## src/rtl/dma_line_engine.sv

```systemverilog
// -----------------------------------------------------------------------------
// dma_line_engine
//   Fetches a 64-byte cache line as 16 single-word memory beats, or performs a
//   single word write, on behalf of a cache controller.  Beat requests are
//   pipelined: up to 16 reads may be outstanding and data returns in order.
//
// Ports
//   clk, rst_n          clock, asynchronous active-low reset
//   req_mode            00 none, 01 line read, 10 word write, 11 illegal
//   req_addr            byte address of the request (sampled in IDLE only)
//   req_wr_data         write word for a word write
//   mem_req/mem_we      beat request / beat is a write
//   mem_addr/mem_wdata  beat byte address / beat write data
//   mem_gnt             beat accepted this cycle
//   mem_rvalid/rdata    read data returned this cycle
//   line_data[0:15]     filled cache line
//   busy                transaction in progress (RD or WR)
//   done                one-cycle completion pulse (first IDLE cycle)
//   err                 one-cycle pulse for an illegal request
// -----------------------------------------------------------------------------
module dma_line_engine (
   input  logic        clk,
   input  logic        rst_n,
   input  logic [1:0]  req_mode,
   input  logic [31:0] req_addr,
   input  logic [31:0] req_wr_data,
   output logic        mem_req,
   output logic        mem_we,
   output logic [31:0] mem_addr,
   output logic [31:0] mem_wdata,
   input  logic        mem_gnt,
   input  logic        mem_rvalid,
   input  logic [31:0] mem_rdata,
   output logic [31:0] line_data [0:15],
   output logic        busy,
   output logic        done,
   output logic        err
);

   localparam logic [1:0]  MODE_RD   = 2'b01;
   localparam logic [1:0]  MODE_WR   = 2'b10;
   localparam logic [1:0]  MODE_ILL  = 2'b11;
   localparam logic [31:0] LINE_MASK = 32'hFFFF_FFC0;
   localparam logic [31:0] WORD_MASK = 32'hFFFF_FFFC;

   typedef enum logic [1:0] {
      IDLE = 2'd0,
      RD   = 2'd1,
      WR   = 2'd2
   } state_e;

   state_e      state_q, state_d;
   logic [31:0] addr_q,  addr_d;    // line base in RD, word address in WR
   logic [31:0] wdata_q, wdata_d;
   logic [4:0]  issue_q, issue_d;   // beats granted so far (0..16)
   logic [4:0]  ret_q,   ret_d;     // beats returned so far (0..16)
   logic        done_q,  done_d;
   logic        err_q,   err_d;
   logic [31:0] line_q [0:15];
   logic        ret_fire;           // rvalid accepted into the line this cycle

   always_comb begin
      state_d   = state_q;
      addr_d    = addr_q;
      wdata_d   = wdata_q;
      issue_d   = issue_q;
      ret_d     = ret_q;
      done_d    = 1'b0;
      err_d     = 1'b0;
      ret_fire  = 1'b0;
      mem_req   = 1'b0;
      mem_we    = 1'b0;
      mem_addr  = '0;
      mem_wdata = '0;

      case (state_q)
         IDLE: begin
            case (req_mode)
               MODE_RD: begin
                  addr_d  = req_addr & LINE_MASK;
                  issue_d = '0;
                  ret_d   = '0;
                  state_d = RD;
               end
               MODE_WR: begin
                  addr_d  = req_addr & WORD_MASK;
                  wdata_d = req_wr_data;
                  state_d = WR;
               end
               MODE_ILL: err_d = 1'b1;
               default: ;
            endcase
         end

         RD: begin
            // Issue side: address is a pure function of issue_q, so it holds
            // by construction while the grant is withheld.
            if (!issue_q[4]) begin
               mem_req  = 1'b1;
               mem_addr = addr_q + {25'd0, issue_q, 2'b00};
               if (mem_gnt) issue_d = issue_q + 5'd1;
            end
            // Return side runs independently so a grant and an rvalid can
            // land in the same cycle.
            if (mem_rvalid && !ret_q[4]) begin
               ret_fire = 1'b1;
               ret_d    = ret_q + 5'd1;
               if (ret_q == 5'd15) begin
                  state_d = IDLE;
                  done_d  = 1'b1;
               end
            end
         end

         WR: begin
            mem_req   = 1'b1;
            mem_we    = 1'b1;
            mem_addr  = addr_q;
            mem_wdata = wdata_q;
            if (mem_gnt) begin
               state_d = IDLE;
               done_d  = 1'b1;
            end
         end

         default: state_d = IDLE;
      endcase
   end

   always_ff @(posedge clk or negedge rst_n) begin
      if (!rst_n) begin
         state_q <= IDLE;
         addr_q  <= '0;
         wdata_q <= '0;
         issue_q <= '0;
         ret_q   <= '0;
         done_q  <= 1'b0;
         err_q   <= 1'b0;
         for (int i = 0; i < 16; i++) line_q[i] <= '0;
      end else begin
         state_q <= state_d;
         addr_q  <= addr_d;
         wdata_q <= wdata_d;
         issue_q <= issue_d;
         ret_q   <= ret_d;
         done_q  <= done_d;
         err_q   <= err_d;
         if (ret_fire) line_q[ret_q[3:0]] <= mem_rdata;
      end
   end

   assign line_data = line_q;
   assign busy      = (state_q != IDLE);
   assign done      = done_q;
   assign err       = err_q;

endmodule

```

## config.mk

```make
export PLATFORM = sky130hd
export DESIGN_NAME = dma_line_engine
export DESIGN_NICKNAME = d
export VERILOG_FILES = /design/src/rtl/dma_line_engine.sv
export SDC_FILE = /design/constraint.sdc
export NUM_CORES = 1
export LEC_CHECK = 0
export ABC_AREA = 1
export CAP_MARGIN = 20
export CORE_AREA = 8 8 257 259
export CTS_BUF_LIST = sky130_fd_sc_hd__clkbuf_8
export CTS_CLUSTER_DIAMETER = 100
export DETAILED_ROUTE_END_ITERATION = 7
export DIE_AREA = 0 0 265 267
export GPL_TIMING_DRIVEN = 0
export PLACE_DENSITY = 0.66
export SKIP_LAST_GASP = 1
export SYNTH_ARGS = -nofsm -noshare
export SYNTH_HDL_FRONTEND = slang
export SYNTH_SLANG_ARGS = --single-unit
```

## constraint.sdc

```tcl
create_clock -name clk -period 2.87 [get_ports clk]
set_input_delay 0.574 -clock clk [delete_from_list [all_inputs] [get_ports clk]]
set_output_delay 0.574 -clock clk [all_outputs]
set_load 0.05 [all_outputs]
```

# Word level (Yosys, flattened, before mapping)

Cells that the tools add are included.

Register bits after elaboration: 590
Logic and storage cells: 85
Input bits: 102

Eq/ne operators: 13
Add/sub/neg operators: 3
Magnitude comparators: 2
Multiplexer cells: 29
Reduce and logical (&&, ||, !) cells: 13
Bitwise logic cells: 1

Operators with widths:

| cell                                                                          | number |
|---|---|
| 512-bit bitwise mux                                                           | 1 |
| 32-bit demux with 4-bit select                                                | 1 |
| 32-bit case mux with 2 select lines                                           | 2 |
| 32-bit 2-to-1 mux                                                             | 3 |
| 32-bit by 7-bit adder with 32-bit output                                      | 1 |
| 5-bit 2-to-1 mux                                                              | 4 |
| 5-bit case mux with 2 select lines                                            | 2 |
| 5-bit by 1-bit adder with 5-bit output (second input constant)                | 2 |
| 2-bit inequality test (second input constant)                                 | 5 |
| 1-bit 2-to-1 mux                                                              | 9 |
| 4-bit AND reduction                                                           | 2 |
| 2-bit == test (second input constant)                                         | 3 |
| 2-bit 2-to-1 mux                                                              | 3 |
| 2-bit case mux with 3 select lines                                            | 1 |
| 2-bit AND reduction                                                           | 3 |
| 2-bit nonzero test                                                            | 3 |
| 5-bit by 4-bit == test with 1-bit output (second input constant)              | 1 |
| 5-bit greater-or-equal comparator (second input constant)                     | 1 |
| 5-bit by 1-bit less-than comparator with 1-bit output (second input constant) | 1 |
| 4-bit NOT with 5-bit output                                                   | 1 |
| 2-bit by 1-bit == test with 1-bit output (second input constant)              | 2 |
| 1-bit case mux with 2 select lines                                            | 2 |
| 2-bit case mux with 2 select lines                                            | 1 |
| 3-bit by 1-bit inequality test with 1-bit output (second input constant)      | 1 |
| other kinds (5)                                                               | 6 |

# Longest topological paths before layout

Gate-level depths: netlist of run 1.

Depth after elaboration: 6
Gate-level depth with buffers: 13
Gate-level depth less buffers: 12

# Least setup slack after synthesis of run 1

Ideal clock, no wire load.

Path type: register to output
Start point: reg state_q[0]
End point: out mem_addr[18]
Data arrival time: 2.522 ns
Path buffers: 1
Path slack: -0.226 ns
Cell stages (with the launch flop): 8
Path through: dfrtp_1 > inv_1 > ha_1 > clkbuf_1 > nor2_1 > nor2_1 > nand3_1 > nand2_1

Longest elaborated chain between the ends: 2
Elaborated cells between the ends (all ways): 3
Those cells by class: eq/ne (2); mux (1)

Ends and longest elaborated chain:

| element                                                                          | RTL line | text |
|---|---|---|
| from (decl)                                                                      | 52       | `state_e state_q, state_d;` |
| from (signal assigned)                                                           | 141      | `state_q <= state_d;` |
| 2-bit == test / 2-bit by 1-bit == test with 1-bit output (equally long branches) | 76       | `case (state_q)` |
| 32-bit case mux with 2 select lines *                                            | 76       |  |
| to (decl)                                                                        | 29       | `output logic [31:0] mem_addr,` |

Every way passes the cells marked *; elsewhere a longest branch is shown, timed or not.

# Worst setup path in the final report of run 1

Start point: reg addr_q[2]
End point: out mem_addr[20]

Longest elaborated chain between the ends: 3

Ends and longest elaborated chain:

| element                                  | RTL line | text |
|---|---|---|
| from (decl)                              | 53       | `logic [31:0] addr_q, addr_d;` |
| from (signal assigned)                   | 142      | `addr_q <= addr_d;` |
| 32-bit by 7-bit adder with 32-bit output | 100      | `mem_addr = addr_q + {25'd0, issue_q, 2'b00};` |
| 32-bit 2-to-1 mux                        | 98       | `if (!issue_q[4]) begin` |
| 32-bit case mux with 2 select lines      | 76       |  |

No other way between the ends.

==> results.yml, run 1 <==
run_status:
  status: "complete, but fails checks"
  violations: "setup timing"
global_route:
  grt_overflow: 0
  grt_usage: 0.280
  antenna_found_initial: 4
  grt_max_degree: 102
  grt_pass1_vias: 21900
  grt_pass1_wl_um: 149000
power:
  power_mw: 31.3
  peakVddDrop_v: 0.000559
  pwr_density_cell_nw_per_um2: 907
  power.leakage_nw: 15.8
critical_path:
  r2r-start: "state_q[1]"
  r2r_slack_ns: 0.32
  path_common_cell: "nand2_4"
  arrival_ns: 2.70
  path_max_fanout: 4
  cp_slowest_stage_delay_ns: 0.41
  reg2reg_depth: 9
  critPathTopFamily: "adder cells"
  path_buf_inv: 4
  startpoint_type: "register"
  path_class: "reg2out"
  rr_endpoint: "line_data[126]"
  path_cells: "ha_4 -> inv_2 -> fa_2 -> inv_4 -> buf_12 -> nand2_4 -> nand3_4 -> nand2_4 -> o21ai_2 -> nand2_2 -> a21oi_4 -> buf_6"
  cp.required_ns: 2.30
  critical-path-slowest-cell: "dfrtp_1"
  end_kind: "output port"
synth:
  synth_area_leaders: "dfrtp_1, nand2_1, o21ai_0"
  synthDistinctLibCells: 36
  ys.flop_type: "dfrtp_1"
  yosysWarnings: 0
  yosys_register_bits: 588
  syn_area_um2: 23100
  syn_inst: 2405
  synth-edff-count: 0
  yosysMostFrequentCell: "nand2_1"
  synth_area_per_cell_um2: 9.60
  yosys-top-cells-count: "nand2_1, dfrtp_1, o21ai_0"
  yosysTopAreaCellShare: 0.637
  yosysTopAreaCell: "dfrtp_1"
  ys_async_sr_fraction: 1.00
  yosysSeqAreaShare: 0.637
sta:
  period_needed_ns: 3.27
  slew_viol_final: 0
  finalCritPeriodShare: 1.14
  relSlewSlack: 0.318
  fin_setup_tns_ns: -7.53
  clock.fmax_ghz: 0.306
  rsz0062_at_grt: "true"
  worstMarginPinSlew_ns: 1.02
  worst_slack_ns: -0.402
  hold_slack_ns: 0.423
  setup_viol: 28
  hold_violations: 0
  fin_skew_ns: 0.0435
clock_network:
  cts_tree: "yes"
  numClockSinks: 588
  cts-root-buf: "clkbuf_8"
  cts_buffer_depth: 3
  numCtsBuffers: 102
  clk_pin_slew_ns: 0.07
  clk_latency_ns: 0.69
  htreeDepth: 3
route:
  wl_per_cell_um: 24.9
  vias_per_cell: 5.26
  wl_um: 103000
  ant_nets: 0
  drtIter0Drc: 1833
  first_pass_iters: 6
  drcViolationCount: 0
  num_vias: 21700
cells_and_area:
  nNetsFinal: 3360
  final_area_um2: 34600
  n_fill_cell: 5423
  area_delta_synth_final_pct: 49.7
  post-route-util: 0.556
  drive_above_1_share: 0.157
  multi_input_area_um2: 7930
  seqCellArea_um2: 14700
  layoutNonFillerInstCount: 4121
job:
  max_cap_violations: 0
worst_hold_path:
  hp-class: "in2async"
placed_design:
  dp_slack_ns: -0.874
  dpl.cell_count: 3889
  numPortBuffers: 678
  place_area_um2: 31100
  gp_congestion: 0.940
  hpwlAfterDp_um: 76400
die:
  die_h_um: 267
  core_area_um2: 62200
  start_util: 0.371
  fp.dieArea_um2: 70800
  dieWidth_um: 265
  ios: 683
  num_rows: 92
state kept, by name, summed over array words and instances, names as in the netlist:
signal	cells
issue_q	5
done	1
ret_q	5
state_q	2
wdata_q	32
addr_q	30
err	1
line_data	512
placed cells by master, fill, tap and decap left out, types with 36 or more instances in the layout:
cell type          n
nand2_2           36
nand2_1          563
a21oi_1          141
o21ai_0          405
clkbuf_1         107
dfrtp_1          580
buf_6             46
inv_1            147
clkbuf_8         140
nor2_1           169
clkdlybuf4s50_1  612
buf_4             67
logic make-up after synthesis:
kind of cell | after synthesis | synth area share
buffers and inverters | 286 | 0.0520
DFF | 588 | 0.637
xor gates and xnor gates | 1 | 0.000379
muxes | 32 | 0.0156
AOI/OAI and AO/OA | 596 | 0.130
and+or+nand+nor | 883 | 0.154
other | 1 | 0.000162
adders and majority gates | 18 | 0.0101
repair_timing:
item	in CTS	in global routing
pin swaps	44	42
setup buffers	28	14
hold buffers	1	0
endpoints found under the setup margin	65	166
endpoints found under the hold margin	84	0
resized for setup	562	73
cloned	3	1
worst register-to-register path, delay by kind of cell (launching register included):
| kind | cells | cell delay, ns |
|---|---|---|
| adders and majority gates | 1 | 0.16 |
| and+or+nand+nor | 2 | 0.91 |
| DFF | 1 | 0.39 |
| buffers and inverters | 5 | 0.80 |
| AOI/OAI and AO/OA | 1 | 0.13 |
where the power goes:
group	switching [mW]	internal (mW)	leakage [nW]	total, mW
sequential	1.16	9.83	7.98	11.0
combinational	8.44	3.89	6.64	12.3
clock	3.57	4.46	1.23	8.03
total	13.2	18.2	15.8	31.3
routing by layer:
layer / track usage / part of all wire / vias to the layer above / wire length [um]
li1: - / - / 9503 / -
met1: 0.337 / 0.38 / 10800 / 39100
met2: 0.457 / 0.48 / 1074 / 48900
met3: 0.0757 / 0.088 / 250 / 9070
met4: 0.153 / 0.056 / 0 / 5750
met5: 0 / 0 / - / 0
cell type report:
| cell class | count | share of cell area |
|---|---|---|
| antenna | 3 | 0.000217 |
| buffer | 154 | 0.0239 |
| clock buffer | 137 | 0.0546 |
| clock inverter | 46 | 0.00880 |
| inverter | 131 | 0.0148 |
| multi-input combinational | 1533 | 0.229 |
| sequential | 588 | 0.426 |
| tap | 799 | 0.0289 |
| timing repair buffer | 729 | 0.213 |
| timing repair inverter | 1 | 0.000109 |
worst max-delay path by stage:
stage	startpoint	end	cells past startpoint
2_1_floorplan	state_q[0]	mem_addr[18]	7
3_3_place_gp	rst_n	line_data[17]	1
4_1_cts	issue_q[0]	mem_addr[30]	14
6_report	addr_q[2]	mem_addr[20]	12
5_1_grt	addr_q[2]	mem_addr[30]	14
3_5_place_dp	state_q[0]	mem_addr[20]	7
(Power assumes the default switching activity.)
==> run 2, diff against run 1 <==
--- a/config.mk
+++ b/config.mk
@@ -14,6 +14,7 @@
 export DIE_AREA = 0 0 265 267
 export GPL_TIMING_DRIVEN = 0
-export PLACE_DENSITY = 0.66
+export PLACE_DENSITY = 0.73
 export SKIP_LAST_GASP = 1
+export SLEW_MARGIN = 20
 export SYNTH_ARGS = -nofsm -noshare
 export SYNTH_HDL_FRONTEND = slang
==> constraint.sdc (replaced) <==
create_clock -name clk -period 2.87 [get_ports clk]
set_input_delay 0.7175 -clock clk [delete_from_list [all_inputs] [get_ports clk]]
set_output_delay 0.7175 -clock clk [all_outputs]
set_load 0.05 [all_outputs]
==> run 2 against run 1 <==
Effect of this change:
- the flow still finishes with violations (setup timing)
- power fell by 1.2%
- worst setup slack got worse by 0.19 ns
- clock skew rose by 0.016 ns
- count of clock-buffer cells in the layout fell by 7
- global-route usage fell by 1.0 points
- cell area fell by 0.38%
- sequential share of layout area rose by 0.16 points
- critical endpoint unchanged
- largest cell class unchanged
==> results.yml, run 2 (same netlist as run 1, synthesis figures left out) <==
sta:
  worstMarginPinSlew_ns: 1.00
  finalCritPeriodShare: 1.21
  fin_skew_ns: 0.0590
  period_needed_ns: 3.46
  relSlewSlack: 0.329
  clock.fmax_ghz: 0.289
  slew_viol_final: 0
  rsz0062_at_grt: "true"
  hold_violations: 0
  hold_slack_ns: 0.0756
  worst_slack_ns: -0.592
  setup_viol: 30
power:
  peakVddDrop_v: 0.000717
  power.leakage_nw: 15.8
  pwr-share-seq: 0.353
  p_int_mw: 17.9
  share_comb_of_total_power: 0.390
  power_frac_clock: 0.257
  swShare: 0.421
  p_switching_mw: 13.0
  pwr_density_cell_nw_per_um2: 899
clock_network:
  htreeDepth: 3
  clk_pin_slew_ns: 0.07
  cts-root-buf: "clkbuf_8"
  numClockSinks: 588
  cts_buffer_depth: 3
  numCtsBuffers: 100
  clk_latency_ns: 0.74
  cts_tree: "yes"
  cts_hold_buf: 0
die:
  dieWidth_um: 265
  fp.dieArea_um2: 70800
  start_util: 0.371
  ios: 683
  core_area_um2: 62200
  num_rows: 92
  die_h_um: 267
critical_path:
  r2r_slack_ns: 0.30
  reg2reg_depth: 8
  startpoint_type: "register"
  cp-endpoint: "mem_addr[20]"
  critical_path_depth: 10
  rr_endpoint: "line_data[126]"
  path_buf_inv: 1
  path_class: "reg2out"
  critical-path-slowest-cell: "dfrtp_1"
  path_cells: "ha_4 -> nand2_1 -> nor2_2 -> nand2_4 -> nand3_4 -> nand2_4 -> o21ai_2 -> nand2_2 -> a21oi_4 -> buf_8"
  path_max_fanout: 5
  r2r-start: "state_q[1]"
  end_kind: "output port"
  critPathTopFamily: "simple AND/OR/NAND/NOR gates"
  cp_slowest_stage_delay_ns: 0.44
  path_common_cell: "nand2_4"
  crit_start: "addr_q[4]"
  arrival_ns: 2.74
  cp.required_ns: 2.15
cells_and_area:
  post-route-util: 0.554
  nNetsFinal: 3352
  final_common_cell: "clkdlybuf4s50_1"
  n_fill_cell: 5470
  multi_input_area_um2: 7900
  drive_above_1_share: 0.151
  layout_common_cells: "clkdlybuf4s50_1, dfrtp_1, nand2_1"
  largest_reg_flops: 512
  seqCellArea_um2: 14700
  area_delta_synth_final_pct: 49.1
run_status:
  status: "complete, but fails checks"
  violations: "setup timing"
global_route:
  grt_max_degree: 102
  grt_pass1_wl_um: 143000
  grt_overflow: 0
  antenna_found_initial: 7
  grt_pass1_vias: 21300
  grt_usage: 0.270
route:
  num_vias: 21500
  wl_um: 99900
  ant_nets: 0
  drtIter0Drc: 2119
  vias_per_cell: 5.23
  wl_per_cell_um: 24.3
  first_pass_iters: 7
  drcViolationCount: 0
worst_hold_path:
  hp-class: "in2async"
job:
  max_cap_violations: 0
placed_design:
  hpwlAfterDp_um: 72900
  gp_congestion: 0.917
  dp_slack_ns: -0.888
  numPortBuffers: 678
[run 2: cell types whose count changed in the layout (fill, tap and decap cells not counted), moves of 5 or more]
cell	before	now
buf_6	46	61
buf_4	67	55
inv_1	147	158
buf_12	9	1
a21oi_2	21	28
buf_8	3	9
clkbuf_8	140	134
a21oi_4	12	7
nor2_1	169	174
[run 2: routing by layer]
| layer | routed length, um | vias to the layer above | track usage |
|---|---|---|---|
| met5 | 0 | - | 0 |
| met4 | 5240 | 0 | 0.141 |
| met3 | 8900 | 257 | 0.0736 |
| met2 | 46900 | 1063 | 0.434 |
| met1 | 38800 | 10700 | 0.332 |
| li1 | - | 9515 | - |
[run 2: cell type report]
class | instances | area share
diodes | 4 | 0.000291
plain buffers | 154 | 0.0235
clock buffers | 130 | 0.0520
clock inverters | 55 | 0.0104
inverters | 131 | 0.0148
multi-input cells | 1533 | 0.230
flip-flops and latches | 588 | 0.428
well taps | 799 | 0.0290
repair buffers | 724 | 0.213
[run 2: power by group through the flow]
stage	registers, mW	logic, mW	clock network [mW]
3_5_place_dp	11.0	11.2	0
6_report	10.9	12.1	7.97
4_1_cts	10.9	11.8	8.08
3_3_place_gp	11.0	11.1	0
2_1_floorplan	14.4	3.32	0
5_1_grt	11.1	12.6	8.46
[run 2: per-stage QoR]
stage	instance area, um2	total power [mW]	instances	setup TNS (ns)
2_1_floorplan	23200	17.7	2406	-0.112
3_3_place_gp	31000	22.1	3883	-
3_5_place_dp	31200	22.2	3889	-47.34
4_1_cts	34100	30.8	4108	-13.13
5_1_grt	34400	32.2	4117	-15.25
6_report	34400	31.0	4118	-11.80
[run 2: repair_timing]
item / in CTS / in global routing
pin swaps: 43 / 51
resized for setup: 559 / 84
gates cloned: 3 / 0
buffers inserted: 32 / 10
endpoints found under the hold margin: 0 / 0
endpoints found under the setup margin: 65 / 62
[run 2: worst min path at each step]
stage                          end  slack (ns)  depth (start not counted)
finish              line_data[188]        0.08                          1
global route        line_data[188]        0.07                          1
CTS                 line_data[188]        0.02                          1
detailed placement  line_data[337]        0.47                          2
global placement    line_data[166]        0.46                          2
floorplan               addr_q[10]        0.42                          0
[run 2: worst register-to-register path: cells and delay by family (launching register included)]
kind | cells | cell delay (ns)
compound gates | 1 | 0.12
fa+ha+maj | 1 | 0.17
buf+inv | 4 | 0.75
flops | 1 | 0.41
simple gates | 2 | 0.96
